### src/rtl/filter_pkg.sv
// Shared types and helpers for the ping-pong filter weight memory.
// Packet layout on the NoC: {rsvd, dtype, dst, col, data}.
package filter_pkg;

  localparam int PKT_W = 32;

  localparam logic [1:0] DTYPE_DATA = 2'b00;
  localparam logic [1:0] DTYPE_CTRL = 2'b01;

  typedef struct packed {
    logic       rsvd;
    logic [1:0] dtype;
    logic [7:0] dst;
    logic [7:0] col;
    logic [12:0] data;
  } filter_pkt_t;

  typedef enum logic {S_IDLE, S_SEND} strm_state_e;

  function automatic filter_pkt_t make_filter_pkt(input logic [1:0] dtype,
                                                  input logic [7:0] dst,
                                                  input logic [7:0] col,
                                                  input logic [12:0] data);
    filter_pkt_t p;
    p.rsvd  = 1'b0;
    p.dtype = dtype;
    p.dst   = dst;
    p.col   = col;
    p.data  = data;
    return p;
  endfunction

endpackage

### src/rtl/filter_stream_fsm.sv
// Streamer for one full bank: walks rows/columns, replays cfg_repeat times,
// and pulses rel on the final handshake so the top can free the bank.
module filter_stream_fsm
  import filter_pkg::*;
#(
  parameter int         WIDTH_DATA = 13,
  parameter int         DEPTH_F    = 5,
  parameter int         WIDTH_F    = 5,
  parameter int         ADDR_W     = 5,
  parameter int         REP_W      = 4,
  parameter logic [1:0] DATA_TYPE  = 2'b00,
  parameter int         DST_BASE   = 0
) (
  input  logic                  clk,
  input  logic                  rst_n,
  input  logic                  full_rd,
  input  logic [REP_W-1:0]      cfg_repeat,
  input  logic                  out_ready,
  input  logic [WIDTH_DATA-1:0] rd_data,
  output logic [ADDR_W-1:0]     rd_idx,
  output logic                  out_valid,
  output logic [PKT_W-1:0]      out_pkt,
  output logic                  busy,
  output logic                  rel
);

  localparam int R_W = (DEPTH_F > 1) ? $clog2(DEPTH_F) : 1;
  localparam int C_W = (WIDTH_F > 1) ? $clog2(WIDTH_F) : 1;

  strm_state_e      state, state_n;
  logic [R_W-1:0]   r;
  logic [C_W-1:0]   c;
  logic [REP_W-1:0] rep_left;
  logic             hs, row_end, last;

  assign hs      = (state == S_SEND) && out_ready;
  assign row_end = (c == C_W'(WIDTH_F - 1));
  assign last    = row_end && (r == R_W'(DEPTH_F - 1));

  always_ff @(posedge clk or negedge rst_n) begin
    if (!rst_n) state <= S_IDLE;
    else        state <= state_n;
  end

  always_comb begin
    state_n = state;
    case (state)
      S_IDLE: if (full_rd) state_n = S_SEND;
      S_SEND: if (hs && last && rep_left == '0) state_n = S_IDLE;
      default: state_n = S_IDLE;
    endcase
  end

  // Replays wrap straight back to element 0 so passes run without a bubble.
  always_ff @(posedge clk or negedge rst_n) begin
    if (!rst_n) begin
      r        <= '0;
      c        <= '0;
      rep_left <= '0;
    end else if (state == S_IDLE && full_rd) begin
      r        <= '0;
      c        <= '0;
      rep_left <= cfg_repeat;
    end else if (hs) begin
      if (!row_end) begin
        c <= c + 1'b1;
      end else begin
        c <= '0;
        if (!last) begin
          r <= r + 1'b1;
        end else begin
          r <= '0;
          if (rep_left != '0) rep_left <= rep_left - 1'b1;
        end
      end
    end
  end

  always_comb begin
    out_valid = (state == S_SEND);
    busy      = (state == S_SEND);
    rel       = hs && last && (rep_left == '0);
    rd_idx    = ADDR_W'(r) * ADDR_W'(WIDTH_F) + ADDR_W'(c);
    out_pkt   = '0;
    if (state == S_SEND)
      out_pkt = make_filter_pkt(DATA_TYPE, 8'(DST_BASE) + 8'(r), 8'(c), 13'(rd_data));
  end

endmodule

### src/rtl/filter_mem_pp.sv
// Double-buffered filter weight memory: one bank loads through the write
// port while the other streams to the PE columns as NoC packets.
module filter_mem_pp
  import filter_pkg::*;
#(
  parameter int         WIDTH_DATA = 13,
  parameter int         DEPTH_F    = 5,
  parameter int         WIDTH_F    = 5,
  parameter int         N_ELEM     = DEPTH_F * WIDTH_F,
  parameter int         ADDR_W     = (N_ELEM > 1) ? $clog2(N_ELEM) : 1,
  parameter logic [1:0] DATA_TYPE  = 2'b00,
  parameter int         DST_BASE   = 0,
  parameter int         REP_W      = 4
) (
  input  logic                  clk,
  input  logic                  rst_n,
  input  logic                  wr_valid,
  output logic                  wr_ready,
  input  logic [ADDR_W-1:0]     wr_addr,
  input  logic [WIDTH_DATA-1:0] wr_data,
  input  logic [REP_W-1:0]      cfg_repeat,
  output logic                  out_valid,
  input  logic                  out_ready,
  output logic [PKT_W-1:0]      out_pkt,
  output logic [1:0]            bank_full,
  output logic                  busy,
  output logic                  err_addr
);

  localparam int CNT_W = $clog2(N_ELEM + 1);

  logic [WIDTH_DATA-1:0] mem [2][N_ELEM];
  logic                  load_ptr, rd_ptr;
  logic [CNT_W-1:0]      wr_cnt;
  logic [1:0]            full_n;
  logic                  wr_fire, addr_ok, load_done, rel;
  logic [ADDR_W-1:0]     rd_idx;
  logic [WIDTH_DATA-1:0] rd_data;

  assign wr_ready  = !bank_full[load_ptr];
  assign wr_fire   = wr_valid && wr_ready;
  assign addr_ok   = {1'b0, wr_addr} < (ADDR_W + 1)'(N_ELEM);
  // Completion counts accepted writes, so a dropped bad address still counts.
  assign load_done = wr_fire && (wr_cnt == CNT_W'(N_ELEM - 1));
  assign rd_data   = mem[rd_ptr][rd_idx];

  always_ff @(posedge clk) begin
    if (wr_fire && addr_ok) mem[load_ptr][wr_addr] <= wr_data;
  end

  // Release and load completion always hit different banks, so both apply.
  always_comb begin
    full_n = bank_full;
    if (rel)       full_n[rd_ptr]   = 1'b0;
    if (load_done) full_n[load_ptr] = 1'b1;
  end

  always_ff @(posedge clk or negedge rst_n) begin
    if (!rst_n) begin
      bank_full <= '0;
      load_ptr  <= 1'b0;
      rd_ptr    <= 1'b0;
      wr_cnt    <= '0;
      err_addr  <= 1'b0;
    end else begin
      bank_full <= full_n;
      if (rel) rd_ptr <= ~rd_ptr;
      if (wr_fire) begin
        if (!addr_ok) err_addr <= 1'b1;
        if (load_done) begin
          wr_cnt   <= '0;
          load_ptr <= ~load_ptr;
        end else begin
          wr_cnt <= wr_cnt + 1'b1;
        end
      end
    end
  end

  filter_stream_fsm #(
    .WIDTH_DATA(WIDTH_DATA),
    .DEPTH_F   (DEPTH_F),
    .WIDTH_F   (WIDTH_F),
    .ADDR_W    (ADDR_W),
    .REP_W     (REP_W),
    .DATA_TYPE (DATA_TYPE),
    .DST_BASE  (DST_BASE)
  ) u_fsm (
    .clk       (clk),
    .rst_n     (rst_n),
    .full_rd   (bank_full[rd_ptr]),
    .cfg_repeat(cfg_repeat),
    .out_ready (out_ready),
    .rd_data   (rd_data),
    .rd_idx    (rd_idx),
    .out_valid (out_valid),
    .out_pkt   (out_pkt),
    .busy      (busy),
    .rel       (rel)
  );

endmodule

### config.mk
export PLATFORM = sky130hd
export DESIGN_NAME = filter_mem_pp
export DESIGN_NICKNAME = d
export VERILOG_FILES = /design/src/rtl/filter_pkg.sv /design/src/rtl/filter_stream_fsm.sv /design/src/rtl/filter_mem_pp.sv
export SDC_FILE = /design/constraint.sdc
export NUM_CORES = 1
export LEC_CHECK = 0
export CAP_MARGIN = 20
export CORE_MARGIN = 2
export CORE_UTILIZATION = 50
export DETAILED_ROUTE_END_ITERATION = 7
export GPL_TIMING_DRIVEN = 0
export HOLD_SLACK_MARGIN = 0.05
export PLACE_DENSITY = 0.78
export SETUP_SLACK_MARGIN = 0.3
export SYNTH_ARGS = -nofsm -noshare
export SYNTH_HDL_FRONTEND = slang
export SYNTH_SLANG_ARGS = --single-unit
### constraint.sdc
create_clock -name clk -period 5.1 [get_ports clk]
set_input_delay 0.765 -clock clk [delete_from_list [all_inputs] [get_ports clk]]
set_output_delay 0.765 -clock clk [all_outputs]
set_load 0.02 [all_outputs]
# Word level (Yosys, flattened, before mapping)
# Memory sizes are Yosys's and may differ from the RTL's.
# Cells that the tools add are included.
dict set report op_classes {
  n_addsub 5
  multipliers 1
  n_div 0
  magnitude_cmp 8
  eq_ne 3
  shift 0
  muxes 34
  bitwise 9
  n_reduce_logical 22
}
# op n
set ops {}
lappend ops {{325-bit two-way mux} 1}
lappend ops {{13-bit binary-select mux with 5-bit select} 1}
lappend ops {{13-bit demux with 5-bit select} 1}
lappend ops {{13-bit two-way mux} 3}
lappend ops {{24-bit two-way mux} 1}
lappend ops {{3-bit two-way mux} 7}
lappend ops {{4-bit two-way mux} 5}
lappend ops {{6-bit >= comparator (second input constant)} 2}
lappend ops {{5-bit inverter with 6-bit output} 2}
lappend ops {{1-bit logical AND} 11}
lappend ops {{1-bit two-way mux} 9}
lappend ops {{2-bit nonzero test} 4}
lappend ops {{3-bit by 1-bit adder with 3-bit output (second input constant)} 2}
lappend ops {{3-bit == test (second input constant)} 2}
lappend ops {{6-bit by 1-bit less-than comparator with 1-bit output (second input constant)} 1}
lappend ops {{2-bit AND reduction} 3}
lappend ops {{5-bit by 1-bit adder with 5-bit output (second input constant)} 1}
lappend ops {{5-bit by 3-bit adder with 5-bit output} 1}
lappend ops {{5-bit == test (second input constant)} 1}
lappend ops {{5-bit less-than comparator (second input constant)} 1}
lappend ops {{3-bit by 3-bit multiplier with 5-bit output (second input constant)} 1}
lappend ops {{5-bit two-way mux} 1}
lappend ops {{4-bit logical NOT} 1}
lappend ops {{1-bit by 2-bit less-than comparator with 1-bit output (second input constant)} 2}
lappend ops {{12 further kinds} 18}
dict set report word_totals {
  reg_bits 21
  latchBits 0
  ram_bits 650
  romBits 0
  inputBits 26
  out_inout_bits 38
  wordCells 92
  mem_count 1
}
# name words width read_ports rd_ports_with_merged_regs wr line_no
set mem_list {}
lappend mem_list {mem 2 325 1 0 1 filter_mem_pp.sv:32} ;# logic [WIDTH_DATA-1:0] mem [2][N_ELEM];

# Depth between registers and ports, before layout
# Gate-level depths: netlist of the first run.
dict set report depth {
  word_depth 9
  depth_mapped 12
  mapped_depth_nobuf 9
}

# By module
# Synthesis of the first run repeated with hierarchy kept, for this count alone.
dict set report unflattened {
  hier_cells 1303
  area_unflattened_um2 26832.0
}
# mod instances cells_each area_per_inst_um2 seq_area_each_um2
set by_module_without_submodules {}
lappend by_module_without_submodules {filter_mem_pp 1 1168 25678.4 19769.0}
lappend by_module_without_submodules {filter_stream_fsm 1 135 1153.6 275.3}

# Worst setup path after synthesis of the first run
# Ideal clock, no wire load.
dict set report synth_path {
  kind {reg-to-output}
  from {register u_fsm.r[0]}
  to {output port out_pkt[12]}
  t_arrival_ns 2.985
  required_ns 4.335
  setup_slack_ns 1.350
  stages_incl_launch_ff 12
  path_buffers 2
  cell_sequence {dfrtp_1 -> ha_1 -> ha_1 -> inv_1 -> fa_1 -> and3b_1 -> clkbuf_1 -> buf_1 -> a22o_1 -> nor4_1 -> o31ai_1 -> a21oi_1}
}
dict set report synth_via {
  elab_chain_len 7
}
# item line_no
set synth_lines {}
lappend synth_lines {{start, declared} filter_stream_fsm.sv:31} ;# logic [R_W-1:0] r;
lappend synth_lines {{start signal, assigned} filter_stream_fsm.sv:70} ;# r <= r + 1'b1;
lappend synth_lines {{3-bit by 3-bit multiplier with 5-bit output} filter_stream_fsm.sv:83} ;# rd_idx = ADDR_W'(r) * ADDR_W'(WIDTH_F) + ADDR_W'(c);
lappend synth_lines {{5-bit by 3-bit adder with 5-bit output} filter_stream_fsm.sv:83}
lappend synth_lines {{5-bit inverter with 6-bit output (not written as such)} filter_mem_pp.sv:45} ;# assign rd_data = mem[rd_ptr][rd_idx];
lappend synth_lines {{13-bit binary-select mux with 5-bit select} filter_mem_pp.sv:45}
lappend synth_lines {{13-bit two-way mux (not written as such) (2 in series)} filter_mem_pp.sv:45}
lappend synth_lines {{24-bit two-way mux} filter_stream_fsm.sv:85} ;# if (state == S_SEND)
lappend synth_lines {{end, declared} filter_mem_pp.sv:24} ;# output logic [PKT_W-1:0] out_pkt,
# Every way passes these cells. The select of a mux whose other input is x is not followed.

# Final worst setup path of the first run
dict set report layout_path {
  from {register u_fsm.r[1]}
  to {output port out_pkt[6]}
}
# Same word-level chain as after synthesis.

==> implementation parameters, run 1 <==
Parameter                              Value

Power
  Maximum vdd drop ... ~310 uV
  Design Power ... 17.01 mW
  Power Density ... ~550 mW/mm^2
  Leakage power of the design ... 9.823 nW

Synthesis
  Most instantiated flip-flop cell in the synthesis netlist ... sky130_fd_sc_hd__edfxtp_1
  Synth area leader ... sky130_fd_sc_hd__edfxtp_1
  Mapped Avg Cell Area ... about 19 um^2
  Largest cells by area after synthesis ... sky130_fd_sc_hd__edfxtp_1 73%, sky130_fd_sc_hd__mux4_2 7.7%, sky130_fd_sc_hd__mux2i_1 6.2%
  Count of flip-flops with a built-in enable after synthesis ... 650
  Syn Inst Count ... roughly 1400
  Total standard cell area after synthesis ... around 0.027 mm^2
  Yosys warning total ... 0
  Number of different library cells in the post-synthesis netlist ... 48
  Number of register bits inferred by synthesis ... 671
  Proportion of synthesized flip-flops having asynchronous set or reset ... under 10%
  Seq/Total Area, Yosys ... approximately three quarters
  Fraction of synthesized cell area taken by the top area cell type ... between 70% and 80%

Route
  Aggregate routed wire length ... 66760 um
  DRT met1 WL ... 24240 um
  Routed wl met3 ... 7488 um
  First-pass detailed-route iteration total ... 6
  Vias/cell ... 6.289
  Via count ... about 15000
  Routed wire length per instance ... 28.49 um
  Residual antenna-violating net count after detailed routing ... 0
  Highest routed layer ... met5
  Met2 routed wirelength ... around 32000 um
  1st-iter DRT viols ... approximately 2200
  Detailed-route DRC error count ... 0

Timing
  Tmin final ... 4703 ps
  Max-Slew Margin vs Limit ... approximately 28%
  Smallest hold slack ... about 480 ps
  Measured slew at the worst slew-check pin ... 1078 ps
  RSZ-0062 raised after global routing ... yes
  Tcrit/Tclk final ... a little over 90%
  Setup skew after layout ... just under 20 ps
  Number of setup violations in the final report ... 0
  Upper clock frequency limit ... around 210 MHz
  Final worst-path setup slack ... between 300 and 400 ps
  Count of final max-slew check failures ... 0
  Hold Violations, Final ... 0

GRT
  Antenna violations before repair ... 1
  Via count of the first global-routing pass ... approximately 15000
  Maximum number of pins on one net before global-route repair ... slightly above 50
  Gr usage total ... approximately a quarter
  Total congestion overflow ... 0
  Wire length of the first global-routing pass ... ~100000 um

Placement
  Post-DP HPWL ... 43520 um
  Placer congestion estimate ... ~0.96
  Pre-CTS worst setup slack ... -111.7 ps
  I/O Buffers ... 48

Setup path
  Peak fanout along the critical path ... 10
  Crit. End Element ... output pin
  Type of the setup path with the least slack ... reg2out
  CP Data Required Time ... around 4300 ps
  CP Launch Type ... flip-flop
  CP Data Arrival Time ... between 3000 and 4000 ps

Floorplanning
  Placeable Area ... 0.05276 mm^2
  Width of the die ... 235.3 um
  Total die area ... between 0.05 and 0.06 mm^2
  Top-Level Pins ... 64
  Initial core utilization ... approximately half
  Die Height ... ~240 um
  Number of rows created at floorplan ... between 80 and 90

Clocking
  Clk_lat worst skew ... around 580 ps
  CTS sink count ... roughly 670
  Buffer cell driving the clock tree root ... sky130_fd_sc_hd__clkbuf_16
  Quantity of hold-fixing buffers added after cts ... 0
  Clock edge transition at the registers on the reported setup and hold paths ... approximately 60 ps
  Number of buffers created by CTS ... 68
  Clock H-tree levels ... 3
  Clock tree from TritonCTS ... yes
  Longest Clk Path Bufs ... 3

Layout
  Commonest cells after routing, fill and taps aside ... 650 x sky130_fd_sc_hd__edfxtp_1, 165 x sky130_fd_sc_hd__mux2i_1, 91 x sky130_fd_sc_hd__mux4_2
  Layout cells sized above 1 ... between 20% and 30%
  Final Net Count ... around 1700
  Relative area change from synthesis to final layout ... 16.35%
  Most frequent standard cell in the layout excluding fill and tap cells ... sky130_fd_sc_hd__edfxtp_1
  Count of antenna diodes in the layout ... 0

Outcome
  Status ... finished clean

Job
  Reported max-cap violation count ... 0

Min path
  Class of the tightest hold or removal check ... reg2reg
==> final timing paths <==
kind,from,endpoint,slack (ps),depth (start not counted)
min in group asynchronous,rst_n,u_fsm.busy,700,1
worst max register to register,load_ptr,mem[0][22],1420,7
worst min register to register,err_addr,err_addr,480,1
worst max-delay path,u_fsm.r[1],out_pkt[6],400,12
worst min-delay path,err_addr,err_addr,480,1
max in group asynchronous,rst_n,u_fsm.r[2],3770,1
==> metal layers <==
| layer | vias up | track usage (%) |
|---|---|---|
| met2 | 997 | 38.35 |
| met1 | 7455 | 31.82 |
| met5 | - | 0 |
| li1 | 6094 | - |
| met3 | 186 | 5.500 |
| met4 | 2 | 11.46 |
==> logic make-up (layout without fill, tap and decap cells) <==
group / count (synthesis) / count (layout) / synth area share, %
AOI/OAI and AO/OA: 165 / 165 / 4.229
xor gates and xnor gates: 10 / 10 / 0.3275
adders and majority gates: 17 / 17 / 0.8233
buffers and inverters: 102 / 321 / 2.026
DFF: 671 / 671 / 74.94
muxes: 267 / 267 / 14.30
other: 1 / 13 / 0.01402
and+or+nand+nor: 191 / 191 / 3.340
==> registers in the layout (all words and copies together), names as in the netlist <==
signal	flops
load_ptr	1
u_fsm.rep_left	4
err_addr	1
bank_full	2
rd_ptr	1
u_fsm.busy	1
wr_cnt	5
u_fsm.r	3
mem	650
u_fsm.c	3
==> layout make-up <==
type                    count  area, um^2
clock inverters            25       146.4
repair buffers            106       994.7
fillers                  3702       21640
plain buffers              90       615.6
well taps                 688       860.8
clock buffers              88        1841
flip-flops and latches    671       20050
inverters                  12       45.04
multi-input cells         663        6569
==> per-stage QoR <==
step | cell area, um^2 | utilization [%] | TNS (ps) | cells
floorplan | 26790 | - | 0 | 1436
global placement | 28130 | 53.32 | -2280 | 2172
detailed placement | 28640 | 54.28 | -781.1 | 2224
CTS | 30930 | 58.62 | 0 | 2337
global route | 31120 | 58.98 | 0 | 2343
finish | 31120 | 58.98 | 0 | 2343
==> report_power, final <==
| group | internal (mW) | switching, mW | leakage [nW] |
|---|---|---|---|
| Combinational | 2.35 | 3.87 | 2.75 |
| Sequential | 6.15 | 0.0877 | 6.10 |
| Clock | 2.58 | 1.96 | 0.976 |
| Total | 11.1 | 5.92 | 9.82 |
==> timing repair <==
item	4_1_cts	5_1_grt
gates resized for setup	146	43
buffers inserted	0	3
setup endpoints to repair	13	13
pin swaps	17	16
==> cell usage after synthesis (3+ instances only) <==
cell type / instances
sky130_fd_sc_hd__a21oi_1: 27
sky130_fd_sc_hd__o221ai_1: 9
sky130_fd_sc_hd__o22ai_1: 13
sky130_fd_sc_hd__xnor2_1: 7
sky130_fd_sc_hd__and3_1: 9
sky130_fd_sc_hd__inv_1: 12
sky130_fd_sc_hd__a21boi_0: 9
sky130_fd_sc_hd__buf_4: 23
sky130_fd_sc_hd__clkbuf_1: 31
sky130_fd_sc_hd__edfxtp_1: 650
sky130_fd_sc_hd__nand2_1: 40
sky130_fd_sc_hd__buf_2: 22
sky130_fd_sc_hd__a22o_1: 5
sky130_fd_sc_hd__nor4_1: 4
sky130_fd_sc_hd__a221oi_1: 4
sky130_fd_sc_hd__nor3_1: 5
sky130_fd_sc_hd__nand3_1: 26
sky130_fd_sc_hd__dfrtp_1: 21
sky130_fd_sc_hd__a22oi_1: 44
sky130_fd_sc_hd__mux2_2: 10
sky130_fd_sc_hd__a21o_1: 3
sky130_fd_sc_hd__mux2i_1: 166
sky130_fd_sc_hd__nor2_1: 78
sky130_fd_sc_hd__buf_1: 8
sky130_fd_sc_hd__and2_1: 7
sky130_fd_sc_hd__xor2_1: 3
sky130_fd_sc_hd__o31ai_1: 4
sky130_fd_sc_hd__buf_6: 6
sky130_fd_sc_hd__ha_1: 16
sky130_fd_sc_hd__o211ai_1: 10
sky130_fd_sc_hd__o311a_1: 9
sky130_fd_sc_hd__mux4_2: 91
sky130_fd_sc_hd__o21ai_0: 27
sky130_fd_sc_hd__or3b_2: 3
==> critical path, cell delays in order, from the launching register on <==
cell and delay (ps):
sky130_fd_sc_hd__dfrtp_1 450, sky130_fd_sc_hd__ha_1 310, sky130_fd_sc_hd__ha_1 200, sky130_fd_sc_hd__inv_1 90
sky130_fd_sc_hd__fa_2 490, sky130_fd_sc_hd__and3b_2 260, sky130_fd_sc_hd__clkbuf_8 180, sky130_fd_sc_hd__buf_6 160
sky130_fd_sc_hd__a22oi_2 180, sky130_fd_sc_hd__o211ai_1 160, sky130_fd_sc_hd__o221ai_2 400, sky130_fd_sc_hd__o311a_1 300
sky130_fd_sc_hd__buf_4 170
No activity file was read; power rests on OpenSTA's default activity.
==> run 2: changes to the inputs <==
--- a/config.mk
+++ b/config.mk
@@ -13,6 +13,7 @@
 export HOLD_SLACK_MARGIN = 0.05
 export PLACE_DENSITY = 0.78
 export SETUP_SLACK_MARGIN = 0.3
+export SLEW_MARGIN = 15
 export SYNTH_ARGS = -nofsm -noshare
 export SYNTH_HDL_FRONTEND = slang
 export SYNTH_SLANG_ARGS = --single-unit
==> run 2 against run 1 <==
The run now ends with DRC left. First-iteration DRC count fell by 6.4%. Sequential power barely moved. Final cell count fell by 1.4%. Critical path depth did not move. Maximum frequency fell by 1.9%. Combinational power fell by 1%. Worst hold slack got worse by 35 ps. Global-route usage fell by 0.25 points. Setup slack got worse by 89 ps. Non-clock buffer count fell by 28. Count of clock-buffer cells in the layout fell by 9.
==> implementation parameters, run 2 (synthesis results as in run 1) <==
Parameter                              Value

Clocking
  Clock edge transition at the registers on the reported setup and hold paths ... 60 ps
  Buffer cell driving the clock tree root ... sky130_fd_sc_hd__clkbuf_16
  Clock H-tree levels ... 3
  Longest Clk Path Bufs ... 3
  Number of buffers created by CTS ... 66
  CTS sink count ... approximately 670
  Clk_lat worst skew ... 590 ps
  Quantity of hold-fixing buffers added after cts ... 0
  Clock tree from TritonCTS ... yes

Power
  Maximum vdd drop ... between 300 and 400 uV
  Leakage power of the design ... approximately 10 nW
  Design Power ... 17.05 mW
  Power Density ... 549.8 mW/mm^2

Layout
  Number of filler instances in the final layout ... 3729
  Commonest cells after routing, fill and taps aside ... 650 x sky130_fd_sc_hd__edfxtp_1, 165 x sky130_fd_sc_hd__mux2i_1, 91 x sky130_fd_sc_hd__mux4_2
  Area occupied by multi-input gates ... 0.006620 mm^2
  Largest register by flop count ... mem
  Final Net Count ... roughly 1600
  Registers with the most flip-flops ... mem: 650 flops, wr_cnt: 5 flops, u_fsm.rep_left: 4 flops
  Fin cells ... between 2000 and 2500
  Most frequent standard cell in the layout excluding fill and tap cells ... sky130_fd_sc_hd__edfxtp_1
  Sequential cell area ... 0.02005 mm^2
  Layout cells sized above 1 ... between 20% and 30%
  Core Util, Final ... 58.78%
  Flip-flop count of the largest register after layout ... 650
  Relative area change from synthesis to final layout ... 15.96%

Timing
  RSZ-0062 raised after global routing ... yes
  Measured slew at the worst slew-check pin ... around 980 ps
  Number of setup violations in the final report ... 0
  Count of final max-slew check failures ... 0
  Max-Slew Margin vs Limit ... 34.61%
  Final worst-path setup slack ... ~310 ps
  Hold Violations, Final ... 0
  Setup skew after layout ... between 30 and 40 ps
  Upper clock frequency limit ... between 200 and 250 MHz
  Tmin final ... ~4800 ps
  Tcrit/Tclk final ... 93.97%
  Smallest hold slack ... about 440 ps

Placement
  Placer congestion estimate ... a little under 1
  Total placed cells including tap cells ... 2194
  I/O Buffers ... 48
  Post-DP HPWL ... ~43000 um
  Pre-CTS worst setup slack ... -132.4 ps

Floorplanning
  Width of the die ... between 200 and 250 um
  Top-Level Pins ... between 60 and 70
  Total die area ... roughly 0.055 mm^2
  Die Height ... approximately 240 um
  Placeable Area ... roughly 0.053 mm^2
  Initial core utilization ... between 50% and 60%
  Number of rows created at floorplan ... 84

Min path
  Class of the tightest hold or removal check ... in2async

Route
  Detailed-route DRC error count ... 4
  1st-iter DRT viols ... about 2000
  Routed wire length per instance ... roughly 29 um
  Residual antenna-violating net count after detailed routing ... 0
  Vias/cell ... approximately 6.3
  Aggregate routed wire length ... 66120 um
  Via count ... between 10000 and 15000
  First-pass detailed-route iteration total ... 8

Setup path
  CP Data Arrival Time ... ~4000 ps
  Crit. End Element ... output pin
  Max stage delay on crit path ... ~480 ps
  Peak fanout along the critical path ... 10
  Depth of the critical timing path with buffers and inverters included ... 12
  Cell count of the worst reg-to-reg path ... 6
  Critical path buffers and inverters ... 4
  Type of the setup path with the least slack ... reg2out
  Critical path cell sequence ... ha_1 -> ha_1 -> inv_1 -> fa_2 -> and3b_2 -> clkbuf_8 -> buf_6 -> a22oi_2 -> o211ai_1 -> o221ai_2 -> o311a_1 -> buf_2
  CP Launch Type ... flip-flop
  Kind of cell adding the most delay to the critical path ... adder cells
  Critical Path Most Common Cell ... sky130_fd_sc_hd__ha_1
  CP Data Required Time ... approximately 4300 ps
  Slowest-stage cell, CP ... sky130_fd_sc_hd__fa_2

GRT
  Total congestion overflow ... 0
  Wire length of the first global-routing pass ... just under 100000 um
  Antenna violations before repair ... 1
  Via count of the first global-routing pass ... about 15000
  Maximum number of pins on one net before global-route repair ... 48
  Gr usage total ... around a quarter

Outcome
  Failing checks ... DRC
  Status ... complete, but fails checks

Job
  Reported max-cap violation count ... 0
-- run 2: cell types whose count changed in the layout (fill, tap and decap cells not counted), moves of 3 or more --
cell	change
sky130_fd_sc_hd__buf_12	+5
sky130_fd_sc_hd__buf_16	+3
sky130_fd_sc_hd__buf_4	-12
sky130_fd_sc_hd__buf_6	-28
sky130_fd_sc_hd__bufinv_16	+4
sky130_fd_sc_hd__clkbuf_1	-7
sky130_fd_sc_hd__clkbuf_16	-3
sky130_fd_sc_hd__nor2_1	-41
sky130_fd_sc_hd__nor2_2	+41
-- run 2: cell type report --
class	instances	area share [%]
antenna	1	0.008068
buffer	90	1.936
clock buffer	79	5.652
clock inverter	28	0.8674
inverter	12	0.1452
multi-input combinational	663	21.35
sequential	671	64.64
tap	688	2.776
timing repair buffer	78	2.634
-- run 2: layer usage --
metal  vias up  part of all wire (%)  GRT usage [%]
met5         -                 0.020              0
met2       917                    48          38.37
met1      7346                    37          31.53
met3       168                    10          5.617
met4         2                   4.2          10.09
li1       6032                     -              -
-- run 2: what timing repair did --
| item | in CTS | in global routing |
|---|---|---|
| endpoints found under the setup margin | 13 | 13 |
| setup buffers | 0 | 6 |
| resized for setup | 141 | 40 |
| pin swaps | 12 | 13 |
-- run 2: final timing paths --
kind	startpoint	end	slack (ps)
worst max-delay path	u_fsm.r[0]	out_pkt[5]	310
worst min-delay path	rst_n	u_fsm.c[1]	440
worst max register to register	load_ptr	mem[0][20]	1350
worst min register to register	err_addr	err_addr	470
max in group asynchronous	rst_n	u_fsm.r[2]	4240
min in group clk	wr_data[12]	mem[1][181]	450
-- run 2: report_power, final --
part / total, mW / leakage [nW] / internal [mW] / switching, mW
clock: 4.66 / 0.992 / 2.69 / 1.97
combinational: 6.15 / 2.62 / 2.30 / 3.85
sequential: 6.24 / 6.10 / 6.15 / 0.0843
total: 17.1 / 9.71 / 11.1 / 5.91
-- run 2: stage by stage --
stage	TNS (ps)	cell area (um^2)
6_report	0	31010
5_1_grt	0	31010
2_1_floorplan	0	26790
3_5_place_dp	-1096	28540
3_3_place_gp	-2280	28130
4_1_cts	0	30850
